<file path="src/rtl/sra_pipe.sv">
// sra_pipe: pipelined right shifter, one barrel level per stage (16, 8, 4, 2, 1),
// arithmetic or logical fill, valid/ready on both sides with bubble-collapsing backpressure.
module sra_pipe #(
    parameter int WIDTH = 32,
    parameter int SHW   = 5
) (
    input  logic             clock,
    input  logic             reset,
    input  logic             in_valid,
    output logic             in_ready,
    input  logic [WIDTH-1:0] in_data,
    input  logic [SHW-1:0]   in_shamt,
    input  logic             in_arith,
    output logic             out_valid,
    input  logic             out_ready,
    output logic [WIDTH-1:0] out_data,
    output logic             busy
);
    logic [SHW-1:0][WIDTH-1:0] data_q, data_d, src_data;
    logic [SHW-2:0][SHW-1:0]   shamt_q, shamt_d;
    logic [SHW-1:0][SHW-1:0]   src_shamt;
    logic [SHW-2:0]            arith_q, arith_d;
    logic [SHW-1:0]            src_arith, src_valid, valid_q, valid_d;
    logic [SHW:0]              adv;
    logic [2*WIDTH-1:0]        wide;
    // The last stage needs no shamt/arith: its shift is applied on the way in.
    always_comb begin
        adv = '0;
        adv[SHW] = out_ready;
        for (int k = SHW-1; k >= 0; k--) adv[k] = !valid_q[k] | adv[k+1];
        src_data = '0;
        src_shamt = '0;
        src_arith = '0;
        src_valid = '0;
        src_data[0] = in_data;
        src_shamt[0] = in_shamt;
        src_arith[0] = in_arith;
        src_valid[0] = in_valid;
        for (int k = 1; k < SHW; k++) begin
            src_data[k] = data_q[k-1];
            src_shamt[k] = shamt_q[k-1];
            src_arith[k] = arith_q[k-1];
            src_valid[k] = valid_q[k-1];
        end
        wide = '0;
        data_d = '0;
        valid_d = '0;
        for (int k = 0; k < SHW; k++) begin
            wide = {{WIDTH{src_arith[k] & src_data[k][WIDTH-1]}}, src_data[k]}
                   >> (src_shamt[k] & SHW'(1 << (SHW-1-k)));
            data_d[k] = adv[k] ? wide[WIDTH-1:0] : data_q[k];
            valid_d[k] = adv[k] ? src_valid[k] : valid_q[k];
        end
        shamt_d = '0;
        arith_d = '0;
        for (int k = 0; k < SHW-1; k++) begin
            shamt_d[k] = adv[k] ? src_shamt[k] : shamt_q[k];
            arith_d[k] = adv[k] ? src_arith[k] : arith_q[k];
        end
    end
    always_ff @(posedge clock or negedge reset) begin
        if (!reset) begin
            data_q <= '0;
            shamt_q <= '0;
            arith_q <= '0;
            valid_q <= '0;
        end else begin
            data_q <= data_d;
            shamt_q <= shamt_d;
            arith_q <= arith_d;
            valid_q <= valid_d;
        end
    end
    assign in_ready = adv[0];
    assign out_valid = valid_q[SHW-1];
    assign out_data = data_q[SHW-1];
    assign busy = |valid_q;
endmodule

</file>
<file path="config.mk">
export PLATFORM = sky130hd
export DESIGN_NAME = sra_pipe
export DESIGN_NICKNAME = d
export VERILOG_FILES = /design/src/rtl/sra_pipe.sv
export SDC_FILE = /design/constraint.sdc
export NUM_CORES = 1
export LEC_CHECK = 0
export CAP_MARGIN = 15
export CORE_ASPECT_RATIO = 1.4
export CORE_MARGIN = 8
export CORE_UTILIZATION = 58
export DETAILED_ROUTE_END_ITERATION = 6
export GPL_ROUTABILITY_DRIVEN = 0
export PLACE_DENSITY_LB_ADDON = 0.2
export SLEW_MARGIN = 20
export SYNTH_ARGS = -nofsm -noshare
export SYNTH_HDL_FRONTEND = slang
export SYNTH_SLANG_ARGS = --single-unit
</file>
<file path="constraint.sdc">
create_clock -name clock -period 2.05 [get_ports clock]
set_clock_uncertainty 0.15 [all_clocks]
set_input_delay 0.205 -clock clock [delete_from_list [all_inputs] [get_ports clock]]
set_output_delay 0.205 -clock clock [all_outputs]
set_load 0.02 [all_outputs]
</file>
Word level (Yosys, flattened, before mapping)
Cells that the tools add are included.
{"block": "word_totals", "out_inout_bits": 35, "ff_bits": 179}
{"block": "classes", "bitwise_logic": 10, "n_reduce_logical": 6, "shifts": 5}
{"op": "right shift 64 x 1 -> 32 bit", "n": 1}
{"op": "right shift 64 x 2 -> 32 bit", "n": 1}
{"op": "right shift 64 x 3 -> 32 bit", "n": 1}
{"op": "right shift 64 x 4 -> 32 bit", "n": 1}
{"op": "right shift 64 x 5 -> 32 bit", "n": 1}
{"op": "bitwise AND 1 bit", "n": 5}
{"op": "zero test 1 bit", "n": 5}
{"op": "OR 1 bit", "n": 5}
{"op": "OR reduction 5 bit", "n": 1}

Longest topological paths before layout
{"block": "depth", "ltp_word": 6, "depth_mapped": 6, "depth_no_buf": 3}

Least setup slack after synthesis
OpenSTA, ideal clock, no wires.
{"block": "synth_path", "path_type": "register to register", "start": "register valid_q[4]", "end": "register data_q[27] in the netlist's numbering", "slack_ps": 156, "setup_time_ps": 125, "stages_incl_launch_ff": 7, "arrival_ps": 1619, "path_cell_list": "dfrtp_1 > and4b_1 > buf_6 > and3_4 > buf_6 > buf_8 > mux2_4"}
{"block": "synth_between", "elab_chain_len": 6}
{"element": "start, declared", "line_no": "23", "rtl": "logic [SHW-1:0] src_arith, src_valid, valid_q, valid_d;"}
{"element": "start signal, assigned", "line_no": "71", "rtl": "valid_q <= valid_d;"}
{"element": "zero test 1 bit", "line_no": "30", "rtl": "for (int k = SHW-1; k >= 0; k--) adv[k] = !valid_q[k] | adv[k+1];"}
{"element": "OR 1 bit (5 in series)", "line_no": "30"}
{"element": "end signal, assigned", "line_no": "68", "rtl": "data_q <= data_d;"}
{"element": "end, declared", "line_no": "19", "rtl": "logic [SHW-1:0][WIDTH-1:0] data_q, data_d, src_data;"}
No other way between the ends.
A chain may end at the register's enable or synchronous reset.

Worst setup path after layout
{"block": "layout_path", "start": "register valid_q[4]", "end": "output port out_valid"}
{"element": "end, declared", "line_no": "14", "rtl": "output logic out_valid,"}
No word-level cell between the ends.

==> reports/results.ini <==
[outcome]
status=completed

[yosys]
synth_common_cells=dfrtp_1 (179), o21ai_0 (116), mux2i_1 (114)
synth_top_area_share_pct=53.6
synth_most_common_cell=dfrtp_1
ys.flop_type=dfrtp_1
ys_ff_latch=179
synth_cell_types=27
syn_inst=778
synth.area.top_cells=dfrtp_1 (54%), mux2i_1 (14%), o21ai_0 (6.9%), mux2_2 (6.7%), nand2_1 (3.4%)
synth_edf_count=0
yosysWarnings=0
syn_nets=820
synth_area_per_cell_um2=10.7
syn_area_um2=8360
async_reset_ff_share_pct=100
seq_area_frac_synth_pct=53.6
synth_top_cell_by_area=dfrtp_1

[floorplan]
dieArea_um2=18600
core_um2=14200
placementRows=52
start_util_pct=58.7
die_y_um=158
io_pins=77
die_w_um=117

[routing]
via_per_inst=5.44
drc_errors=0
wl_um=15900
drt-initial-drc-count=275
vias=5484
wire_per_inst_um=15.7
ant_nets=0
first_pass_iters=4

[critical_path]
required_ps=1690
critPathSlowestCell=clkdlybuf4s50_1
slowest_delay_ps=590
worstPathArrival_ps=1620
crit_end=out_valid
crit_path_end_kind=output pin
path_class=flip-flop to output pin
r2r-start=valid_q[4]
startpoint_type=flip-flop
ff2ff_setup_slack_ps=130
cp_max_fo=4
crit_start=valid_q[4]
r2r_cells=5
path_cells=buf_4 > clkdlybuf4s50_1
r2r_end=data_q[48]

[sta]
finalHoldViolCount=0
period_needed_ps=1970
period_share_pct=96.1
drv_slew=0
max_freq_mhz=507
rsz0062_at_grt=false
tns_ps=0
slew_headroom_pct=64.5
worst_pin_slew_ps=532
setup_violations=0
setup_ws_ps=79.2

[clock_tree]
post_cts_buffers=0
clk_pin_slew_worst_paths_ps=60
cts_root_buf=clkbuf_16
cts_buffers=17
cts.sinks=179
cts.htree.levels=4
clk_path_buf_depth=2
clkLatencyLatePin_ps=430
cts_tree=built

[cells_and_area]
drive_gt1_share_pct=14.8
n_antenna_cell=0
fill_cells=1049
final_cells=1009
final_core_util_pct=68.5
final_net_count=849
finalInstanceArea_um2=9760
area_growth_pct=16.7

[grt]
grt_pass1_wl_um=27400
antenna_found_initial=0
grt_max_degree=92
track_usage_pct=18.1
grt_overflow=0
grt_pass1_vias=5588

[job]
cap_violations=0

[placed_design]
port_buffers=76
dp.cells=976
dp_hpwl_um=11700
dpl_cell_area_um2=9160
pre_cts_ws_ps=-341

[worst_hold_path]
worstHoldPathType=primary input to asynchronous set/reset pin

[pwr]
ir_worst_vdd_mv=0.606
power.density_nw_per_um2=1190
leakage_nw=4.35

## cells in the final DEF, fill, tap and decap left out
cell	n
a21oi_1	41
a31oi_1	1
and2_2	1
and3_1	2
and3_4	1
and4b_2	1
buf_12	10
buf_4	12
buf_6	2
bufinv_16	2
clkbuf_1	1
clkbuf_16	17
clkbuf_2	1
clkbuf_8	2
clkdlybuf4s50_1	73
clkinv_2	2
clkinv_4	2
clkinvlp_4	6
dfrtp_1	178
dfrtp_2	1
dlygate4sd2_1	1
dlygate4sd3_1	1
inv_1	21
mux2_2	50
mux2_4	7
mux2i_1	114
nand2_1	76
nand2b_1	3
nand3_1	35
nand3b_1	1
nand4b_1	1
nor2_1	32
nor2b_1	1
nor2b_4	1
nor3_1	1
o21ai_0	116
or2_2	3
## critical path, delay by kind of cell (launching register included)
family	cells	cell delay (ps)
buf+inv	2	750
flops	1	440
## logic make-up after synthesis
logic type | Yosys count | share of synthesized area, %
compound gates | 158 | 9.47
buf+inv | 111 | 7.02
flops | 179 | 53.6
mux | 171 | 21.6
simple gates | 159 | 8.28
## where the power goes
part / internal, mW / total, mW / leakage, nW / switching, mW
Sequential: 4.54 / 5.30 / 2.18 / 0.760
Clock: 1.86 / 3.18 / 0.270 / 1.32
Combinational: 1.58 / 3.18 / 1.90 / 1.60
Total: 7.97 / 11.7 / 4.35 / 3.68
## stage by stage
step                total power [mW]  hold WS [ps]
floorplan                       7.62          -241
global placement                8.44          5.05
detailed placement              8.58          18.5
CTS                             11.8           137
global route                    12.3           164
finish                          11.7           135
## repair_timing
item,4_1_cts,5_1_grt
pin swaps,0,1
hold buffers,1,0
hold endpoints to repair,154,0
endpoints found under the setup margin,2,29
resized for setup,2,5
## registers in the layout (all words and copies together) (netlist names)
register,cells
valid_q,5
arith_q,4
shamt_q,10
data_q,128
out_data,32
## final cells by class
| type | instances | area, um^2 | area share (%) |
|---|---|---|---|
| timing repair buffer | 100 | 1070 | 10.9 |
| sequential | 179 | 4480 | 45.9 |
| multi-input combinational | 488 | 3300 | 33.9 |
| clock buffer | 20 | 457 | 4.68 |
| tap | 189 | 236 | 2.42 |
| clock inverter | 12 | 133 | 1.36 |
| inverter | 21 | 78.8 | 0.808 |
## metal layers
| metal | vias up | part of all wire, % | GRT usage (%) |
|---|---|---|---|
| li1 | 2709 | - | - |
| met5 | - | 0 | 0 |
| met1 | 2625 | 43 | 21.1 |
| met3 | 33 | 3.9 | 4.46 |
| met4 | 0 | 3.0 | 8.51 |
| met2 | 117 | 50 | 30.9 |
## worst min path at each step
stage          startpoint           to  cells past startpoint
2_1_floorplan       reset   arith_q[0]                      0
3_3_place_gp        reset  out_data[5]                      1
3_5_place_dp        reset  out_data[4]                      1
4_1_cts             reset  out_data[4]                      2
5_1_grt             reset  out_data[4]                      2
6_report            reset  out_data[4]                      2
Power figures use the tool's default switching activity.
